--- src/rtl/dm_access_ctrl.sv ---
// rtl/dm_access_ctrl.sv - load/store access controller for a word-organised data memory
// Accepts byte-addressed RISC-V loads/stores, extends load data, performs
// sub-word stores as read-modify-write, and flags misaligned/illegal accesses.
module dm_access_ctrl #(
  parameter int DM_ADDRESS = 9,
  parameter int DATA_W     = 32
) (
  input  logic                  clk,
  input  logic                  reset,
  input  logic                  req_valid,
  output logic                  req_ready,
  input  logic                  req_we,
  input  logic [2:0]            req_funct3,
  input  logic [31:0]           req_addr,
  input  logic [DATA_W-1:0]     req_wdata,
  output logic                  resp_valid,
  input  logic                  resp_ready,
  output logic [DATA_W-1:0]     resp_rdata,
  output logic                  resp_err,
  output logic                  MemRead,
  output logic                  MemWrite,
  output logic [DM_ADDRESS-1:0] a,
  output logic [DATA_W-1:0]     wd,
  input  logic [DATA_W-1:0]     rd
);

  localparam logic [1:0] S_IDLE  = 2'd0;
  localparam logic [1:0] S_READ  = 2'd1;
  localparam logic [1:0] S_WRITE = 2'd2;
  localparam logic [1:0] S_RESP  = 2'd3;

  logic [1:0]            r_state;
  logic                  r_we;
  logic [2:0]            r_funct3;
  logic [1:0]            r_lane;
  logic [DM_ADDRESS-1:0] r_a;
  logic [DATA_W-1:0]     r_wd;
  logic [DATA_W-1:0]     r_rdata;
  logic                  r_err;

  logic                  w_req_err;
  logic [7:0]            w_byte;
  logic [15:0]           w_half;
  logic [DATA_W-1:0]     w_load;
  logic [DATA_W-1:0]     w_merged;
  logic                  w_unused;

  // Upper address bits alias onto the memory and are deliberately dropped.
  assign w_unused = ^req_addr[31:DM_ADDRESS+2];

  assign req_ready  = (r_state == S_IDLE);
  assign resp_valid = (r_state == S_RESP);
  assign resp_rdata = r_rdata;
  assign resp_err   = r_err;
  assign a          = r_a;
  assign wd         = r_wd;
  // Gating with reset makes the enables fall in the same instant reset rises.
  assign MemRead    = (r_state == S_READ)  & ~reset;
  assign MemWrite   = (r_state == S_WRITE) & ~reset;

  // Classify the incoming request: undefined funct3, unsigned stores, misalignment.
  always_comb begin
    w_req_err = 1'b0;
    case (req_funct3)
      3'b000:  w_req_err = 1'b0;
      3'b001:  w_req_err = req_addr[0];
      3'b010:  w_req_err = (req_addr[1:0] != 2'b00);
      3'b100:  w_req_err = req_we;
      3'b101:  w_req_err = req_we | req_addr[0];
      default: w_req_err = 1'b1;
    endcase
  end

  // Select the addressed byte and halfword out of the word being read.
  always_comb begin
    w_byte = rd[7:0];
    case (r_lane)
      2'd0:    w_byte = rd[7:0];
      2'd1:    w_byte = rd[15:8];
      2'd2:    w_byte = rd[23:16];
      default: w_byte = rd[31:24];
    endcase
    w_half = r_lane[1] ? rd[31:16] : rd[15:0];
  end

  // Sign- or zero-extend the selected lane according to the load type.
  always_comb begin
    w_load = '0;
    case (r_funct3)
      3'b000:  w_load = {{24{w_byte[7]}}, w_byte};
      3'b001:  w_load = {{16{w_half[15]}}, w_half};
      3'b010:  w_load = rd;
      3'b100:  w_load = {24'd0, w_byte};
      3'b101:  w_load = {16'd0, w_half};
      default: w_load = '0;
    endcase
  end

  // Overlay sub-word store data onto the word just read; r_wd still holds store data here.
  always_comb begin
    w_merged = rd;
    if (r_funct3[1:0] == 2'b00) begin
      case (r_lane)
        2'd0:    w_merged[7:0]   = r_wd[7:0];
        2'd1:    w_merged[15:8]  = r_wd[7:0];
        2'd2:    w_merged[23:16] = r_wd[7:0];
        default: w_merged[31:24] = r_wd[7:0];
      endcase
    end else if (r_lane[1]) begin
      w_merged[31:16] = r_wd[15:0];
    end else begin
      w_merged[15:0] = r_wd[15:0];
    end
  end

  // Request sequencing: accept, optional read, optional write, then hold the response.
  always_ff @(posedge clk or posedge reset) begin
    if (reset) begin
      r_state  <= S_IDLE;
      r_we     <= 1'b0;
      r_funct3 <= 3'd0;
      r_lane   <= 2'd0;
      r_a      <= '0;
      r_wd     <= '0;
      r_rdata  <= '0;
      r_err    <= 1'b0;
    end else begin
      case (r_state)
        S_IDLE: begin
          if (req_valid) begin
            r_we     <= req_we;
            r_funct3 <= req_funct3;
            r_lane   <= req_addr[1:0];
            r_a      <= req_addr[DM_ADDRESS+1:2];
            r_wd     <= req_wdata;
            r_rdata  <= '0;
            r_err    <= w_req_err;
            if (w_req_err)
              r_state <= S_RESP;
            else if (req_we && (req_funct3 == 3'b010))
              r_state <= S_WRITE;
            else
              r_state <= S_READ;
          end
        end
        S_READ: begin
          if (r_we) begin
            r_wd    <= w_merged;
            r_state <= S_WRITE;
          end else begin
            r_rdata <= w_load;
            r_state <= S_RESP;
          end
        end
        S_WRITE: r_state <= S_RESP;
        default: begin
          if (resp_ready) r_state <= S_IDLE;
        end
      endcase
    end
  end

endmodule

--- config.mk ---
export PLATFORM = sky130hd
export DESIGN_NAME = dm_access_ctrl
export DESIGN_NICKNAME = d
export VERILOG_FILES = /design/src/rtl/dm_access_ctrl.sv
export SDC_FILE = /design/constraint.sdc
export NUM_CORES = 1
export LEC_CHECK = 0
export ABC_CLOCK_PERIOD_IN_PS = 2550
export CAP_MARGIN = 10
export CORE_MARGIN = 5
export CORE_UTILIZATION = 40
export DETAILED_ROUTE_END_ITERATION = 7
export PLACE_DENSITY = 0.78
export SYNTH_ARGS = -nofsm -noshare
export SYNTH_HDL_FRONTEND = slang
export SYNTH_SLANG_ARGS = --single-unit
--- constraint.sdc ---
create_clock -name clk -period 2.55 [get_ports clk]
set_input_delay 0.51 -clock clk [delete_from_list [all_inputs] [get_ports clk]]
set_output_delay 0.51 -clock clk [all_outputs]
set_load 0.05 [all_outputs]
==> summary.md, run 1 <==
• 82 — CTS sink cnt
• 0.000789 V — worst supply voltage drop on vdd
• 0.450 — sequential-to-total area share from yosys stat
• 11900 microns — half-perimeter wire length of the detailed placement result
• register — crit end category
• sky130_fd_sc_hd__dfrtp_1 — most common cell in the synthesized netlist
• 2310 sq um — area of combinational cells with multiple inputs
• finished clean — run status
• 0 — number of endpoints failing setup at the final stage
• 0.129 — simple-gate share of the synthesized area
• sky130_fd_sc_hd__clkbuf_16 — root cell of the clock tree
• 5.97 — detailed-route vias per instance
• 424 MHz — Max Clk Rate
• 4393 — via count of the first global-routing pass
• 1590 nW/um^2 — PwrDens
• 70 ps — clock input transition at the sequential cells of the worst setup and hold paths
• 714 — total placed cells including tap cells
• 0.593 — Core Util, Final
• 731 — Finished Layout Cells
• 2 — maximum buffer depth of the clock tree
• sky130_fd_sc_hd__a21o_1 — CP max-delay cell
• 10600 uW — overall power consumption
• 690 — Final #Nets
• register to register — class of the most critical setup path
• 0 — fraction of synthesized cell area in xor and xnor cells
• false — unrepaired setup endpoints after global routing
• 0.175 — share of cell area taken by muxes after synthesis
• 2800 ps — Critical Path RT
• 4365 — via count
• register to register — worst hold-check path type
• 4560 sq um — post-synthesis cell area
• 117 microns — die outline width
• 0 ps — total negative slack for setup checks
• 0 — overflow left after global routing
• 5 — number of optimization iterations in the first detailed-route pass
• 2360 ps — final critical delay including setup and external delays
• 0 — number of buffers added to fix hold violations after cts
• 335 — drt initial violations
• r_state[1] — Setup crit start
• 182 — IO Pins
• sky130_fd_sc_hd__dfrtp_1 — area leader, netlist
• resp_err — hold wc startpoint
• inv_1 -> ha_1 -> mux2i_1 -> a21o_1 -> buf_4 -> nand2_1 -> o21ai_0 — crit-path cells
• sky130_fd_sc_hd__dfrtp_1 (45%), sky130_fd_sc_hd__mux2_2 (7.4%), sky130_fd_sc_hd__mux2i_1 (5.5%) — main area contributors after synthesis
• 340 ps — clock latency on the worst-skew pair
• 46.7% — layout overhead on the synthesized area
• 45 — largest net degree at the start of global routing
• 48 — post-synthesis cell type count
• 117 microns — Die Height
• 1 — Post-CTS Resized
• 0 — fin. max-slew vios
• 931 — filler cell count in the final layout
• 0 — Setup Buffers After CTS
• 0.192 — compound-gate portion of the synthesized area
• 3 — H-Tree Depth
• 0.158 — share of final-layout standard cells stronger than drive strength 1
• 0 — total DRC errors in the routed layout
• yes — TritonCTS clock tree
• 10.9 sq um — Syn Area/Cell
• 962 ps — slew of the pin with the lowest slew margin
• sky130_fd_sc_hd__dfrtp_1 (82), sky130_fd_sc_hd__nand2_1 (51), sky130_fd_sc_hd__mux2_2 (30), sky130_fd_sc_hd__nor2_1 (29), sky130_fd_sc_hd__mux2i_1 (25) — most frequent cells after synthesis
• 1.00 — share of synthesized registers carrying an async set or reset
• 160 — count of buffers from port buffering
• register — Setup crit start kind
• 0 — antenna violations before repair
• 0 — total of warnings raised by yosys
• 418 — number of cells produced by synthesis
• 0.230 — GRT Resource Usage Total
• 23900 microns — global-route wire length before repair
• 0 — number of max-cap violations
• 15600 microns — Final Routed Wirelength
• 2 — sum of buffers and inverters on the critical path
• 0.0110 — Post-Synth Adder-Cell Area
• 0.404 — initial core utilization
• 13600 sq um — overall die area
• 39 — floorplan row count
• 0.00276 uW — leakage power summed over all cells
• 2620 ps — data arrival at the endpoint of the critical path
• 750 ps — maximum single-stage delay on the critical path
• 8.12 ps — clock skew
• 0 — endpoints failing hold
• r_state[1] — launch instance of the worst register-to-register path
• 0.842 — final weighted congestion in routability-driven placement
• 0.359 — Max transition margin
• 27 — crit path max fanout
• 9 — number of clock buffers inserted by TritonCTS
• 11300 sq um — Core ar.
• compound AO/OA/AOI/OAI gates — dominant combinational cell family by area after synthesis
• 2050 sq um — Storage cell area
• 0 — number of flops mapped to enable cells by yosys
• 0 — count of antenna-violating nets left after detailed routing
• 21.4 microns — DR WL/cell
• 0.450 — portion of synthesized cell area occupied by the leading cell type
• 526 — Post-Synthesis Net Count
• 82 — flip-flop and latch count after synthesis
• sky130_fd_sc_hd__dfrtp_1 — Primary FF master, synth
• compound AO/OA/AOI/OAI gates — family with the most delay on the worst path
• 0.926 — share of the clock period used by the worst path after layout
==> cell type report <==
cell class,instances,share of cell area
diodes,1,0.000374
well taps,143,0.0268
multi-input cells,297,0.346
clock buffers,10,0.0343
flip-flops and latches,82,0.307
repair buffers,186,0.272
inverters,6,0.00393
clock inverters,6,0.00992
==> flip-flops by register name, summed over array words and instances, names as in the netlist <==
name	flops
r_lane	2
resp_rdata	32
wd	32
a	9
r_state	2
r_funct3	3
r_we	1
resp_err	1
==> cell usage in the layout (no fill, tap or decap), drive strengths merged, types with 3 or more instances in the layout <==
master	count
clkdlybuf4s50	157
dfrtp	82
nand2	51
mux2	30
nor2	30
buf	28
mux2i	25
a22o	17
a221o	16
o211ai	15
o21ai	11
clkbuf	10
nor3	9
a22oi	9
a211oi	9
mux4	9
a31oi	8
nand3b	8
a221oi	8
a21oi	8
inv	6
nor2b	5
clkinvlp	4
ha	4
o31ai	3
and3	3
==> worst min-delay path, cell delays in order (launching register included) <==
cell and delay, ps:
sky130_fd_sc_hd__dfrtp_1 340, sky130_fd_sc_hd__nand2_1 50, sky130_fd_sc_hd__o31ai_1 60
==> where the power goes <==
group | leakage, uW | switching (uW) | internal (uW)
sequential | 0.00102 | 563 | 1960
clock | 0.000135 | 543 | 761
combinational | 0.00160 | 4210 | 2610
==> stage by stage <==
step	instance area [sq um]	worst slack [ps]	hold WS (ps)
final	6680	189	488
after global routing	6680	7.38	522
after floorplan	4560	22.8	518
after detailed placement	6390	124	474
after CTS	6680	225	495
after global placement	6390	145	468
==> final timing paths <==
path | to | slack, ps | cells past startpoint
hold / removal | resp_err | 490 | 2
min in group asynchronous | r_state[1] | 660 | 2
hold reg to reg | resp_err | 490 | 2
setup reg to reg | resp_rdata[10] | 190 | 7
max in group asynchronous | wd[13] | 1160 | 3
setup / recovery | resp_rdata[10] | 190 | 7
==> logic make-up (layout without fill, tap and decap cells) <==
logic type               count (synthesis)  count (layout)
AO/OA/AOI/OAI                          110             110
buffers and inverters                   39             208
AND/OR/NAND/NOR                        119             119
other                                    0               1
flip-flops                              82              82
adder cells (fa/ha/maj)                  4               4
multiplexers                            64              64
==> layer usage <==
metal  vias up  track usage  wire length, microns
li1       1916            -                     -
met1      2159        0.290                  5930
met2       246        0.381                  7520
met3        44       0.0725                  1780
met4         0       0.0703                   410
met5         -            0                     0
No activity file was read; power rests on OpenSTA's default activity.
==> run 2, diff against run 1 <==
- CORE_ASPECT_RATIO: default -> 1.1
==> summary.md, run 2 (synthesis results as in run 1) <==
• 0.851 — final weighted congestion in routability-driven placement
• 1760 ps — data arrival at the endpoint of the critical path
• sky130_fd_sc_hd__clkdlybuf4s50_1 — most common library cell in the layout ignoring fill and taps
• 0.235 — Flop pwr share
• 15400 microns — Final Routed Wirelength
• 0 — count of antenna-violating nets left after detailed routing
• 0 — Setup Buffers After CTS
• 0 — number of max-cap violations
• 340 ps — clock latency on the worst-skew pair
• 0 — antenna diode instance count
• 0.557 — Max transition margin
• finished clean — run status
• 5310 uW — net switching component of the power
• 2050 sq um — Storage cell area
• 915 — filler cell count in the final layout
• 820 ps — maximum single-stage delay on the critical path
• 13600 sq um — overall die area
• 45 — largest net degree at the start of global routing
• 0 — number of buffers added to fix hold violations after cts
• 4302 — via count
• 0 — number of endpoints failing setup at the final stage
• 60 ps — clock input transition at the sequential cells of the worst setup and hold paths
• 275 ps — worst path setup slack after routing
• sky130_fd_sc_hd__clkbuf_16 — root cell of the clock tree
• 6390 sq um — total cell area at the placement stage
• 0.627 — logic gate share of total power
• sky130_fd_sc_hd__clkdlybuf4s50_1 — CP max-delay cell
• 5.87 — detailed-route vias per instance
• 48.0% — layout overhead on the synthesized area
• buffers and inverters — family with the most delay on the worst path
• false — unrepaired setup endpoints after global routing
• 160 — count of buffers from port buffering
• 24000 microns — global-route wire length before repair
• 6740 sq um — Design Area, Final
• 130 ps — Placement Setup Slack
• 122 microns — Die Height
• 21.0 microns — DR WL/cell
• 0.609 — Core Util, Final
• 0.138 — share of power burned in the clock network
• 733 — Finished Layout Cells
• 2310 sq um — area of combinational cells with multiple inputs
• 4349 — via count of the first global-routing pass
• register — Setup crit start kind
• 4 — number of optimization iterations in the first detailed-route pass
• 182 — IO Pins
• 0.00278 uW — leakage power summed over all cells
• 0 — endpoints failing hold
• 1610 nW/um^2 — PwrDens
• register to register — worst hold-check path type
• 0.490 — switching share of power
• ha_1 -> clkdlybuf4s50_1 — crit-path cells
• 0 — fin. max-slew vios
• 40 — floorplan row count
• 9 — number of clock buffers inserted by TritonCTS
• 0.412 — initial core utilization
• 0 — overflow left after global routing
• 0 — antenna violations before repair
• 4 — crit path max fanout
• 0.227 — GRT Resource Usage Total
• register to output pin — class of the most critical setup path
• yes — TritonCTS clock tree
• 112 microns — die outline width
• 1 — sum of buffers and inverters on the critical path
• 2270 ps — final critical delay including setup and external delays
• 0 — total DRC errors in the routed layout
• 3 — H-Tree Depth
• 11800 microns — half-perimeter wire length of the detailed placement result
• 394 — drt initial violations
• 4.45 ps — clock skew
• 440 MHz — Max Clk Rate
• 11100 sq um — Core ar.
• 82 — CTS sink cnt
• 0 ps — total negative slack for setup checks
• 0.00112 V — worst supply voltage drop on vdd
• output pin — crit end category
• 0.160 — share of final-layout standard cells stronger than drive strength 1
• 663 ps — slew of the pin with the lowest slew margin
• 717 — total placed cells including tap cells
• 689 — Final #Nets
• 0.892 — share of the clock period used by the worst path after layout
• 2040 ps — Critical Path RT
• 5520 uW — Internal Dissipation
• 0 — Post-CTS Resized
• 2 — maximum buffer depth of the clock tree
• sky130_fd_sc_hd__clkdlybuf4s50_1 (157), sky130_fd_sc_hd__dfrtp_1 (82), sky130_fd_sc_hd__nand2_1 (51) — highest-count cells in the layout ignoring fill and taps
run 2: cell type report:
type | count | area share
Clock buffer | 10 | 0.0340
Clock inverter | 6 | 0.0171
Inverter | 6 | 0.00390
Multi-Input combinational cell | 297 | 0.343
Sequential cell | 82 | 0.304
Tap cell | 147 | 0.0273
Timing Repair Buffer | 185 | 0.270
run 2: metrics by stage:
stage          power [uW]  hold WS [ps]
3_5_place_dp         9330           481
3_3_place_gp         9190           470
5_1_grt             11400           520
4_1_cts             10900           495
6_report            10800           491
2_1_floorplan        7160           518
run 2: final timing paths:
| path | from | end | slack (ps) | cells after the start |
|---|---|---|---|---|
| setup / recovery | r_state[1] | resp_valid | 280 | 2 |
| hold reg to reg | resp_rdata[13] | resp_rdata[13] | 490 | 2 |
| max in group asynchronous | reset | resp_rdata[8] | 1320 | 3 |
| hold / removal | resp_rdata[13] | resp_rdata[13] | 490 | 2 |
| setup reg to reg | r_state[1] | wd[14] | 410 | 6 |
| min in group asynchronous | reset | r_state[0] | 620 | 2 |
run 2: layer usage:
layer,vias up,part of all wire,track usage
met4,0,0.029,0.0814
met2,204,0.48,0.370
met3,35,0.096,0.0725
li1,1912,-,-
met5,-,0,0
met1,2151,0.39,0.283
run 2: worst reg2reg max path: stages (launching register included):
cell                      delay [ps]
sky130_fd_sc_hd__dfrtp_1         420
sky130_fd_sc_hd__inv_1           100
sky130_fd_sc_hd__ha_1            330
sky130_fd_sc_hd__mux2i_1         360
sky130_fd_sc_hd__or2_1           190
sky130_fd_sc_hd__a31o_2          250
sky130_fd_sc_hd__mux2_2          370
run 2: power groups by stage:
stage,logic [uW],clock network (uW),registers [uW]
after global routing,7160,1580,2630
after global placement,6670,0,2510
final,6790,1500,2540
after floorplan,2800,0,4360
after detailed placement,6780,0,2550
after CTS,6810,1520,2530
==> run 3, diff against run 2 <==
- TNS_END_PERCENT: default -> 20
==> results of run 3 <==
Same layout as run 2: the final DEF is identical, and so are final timing and power.
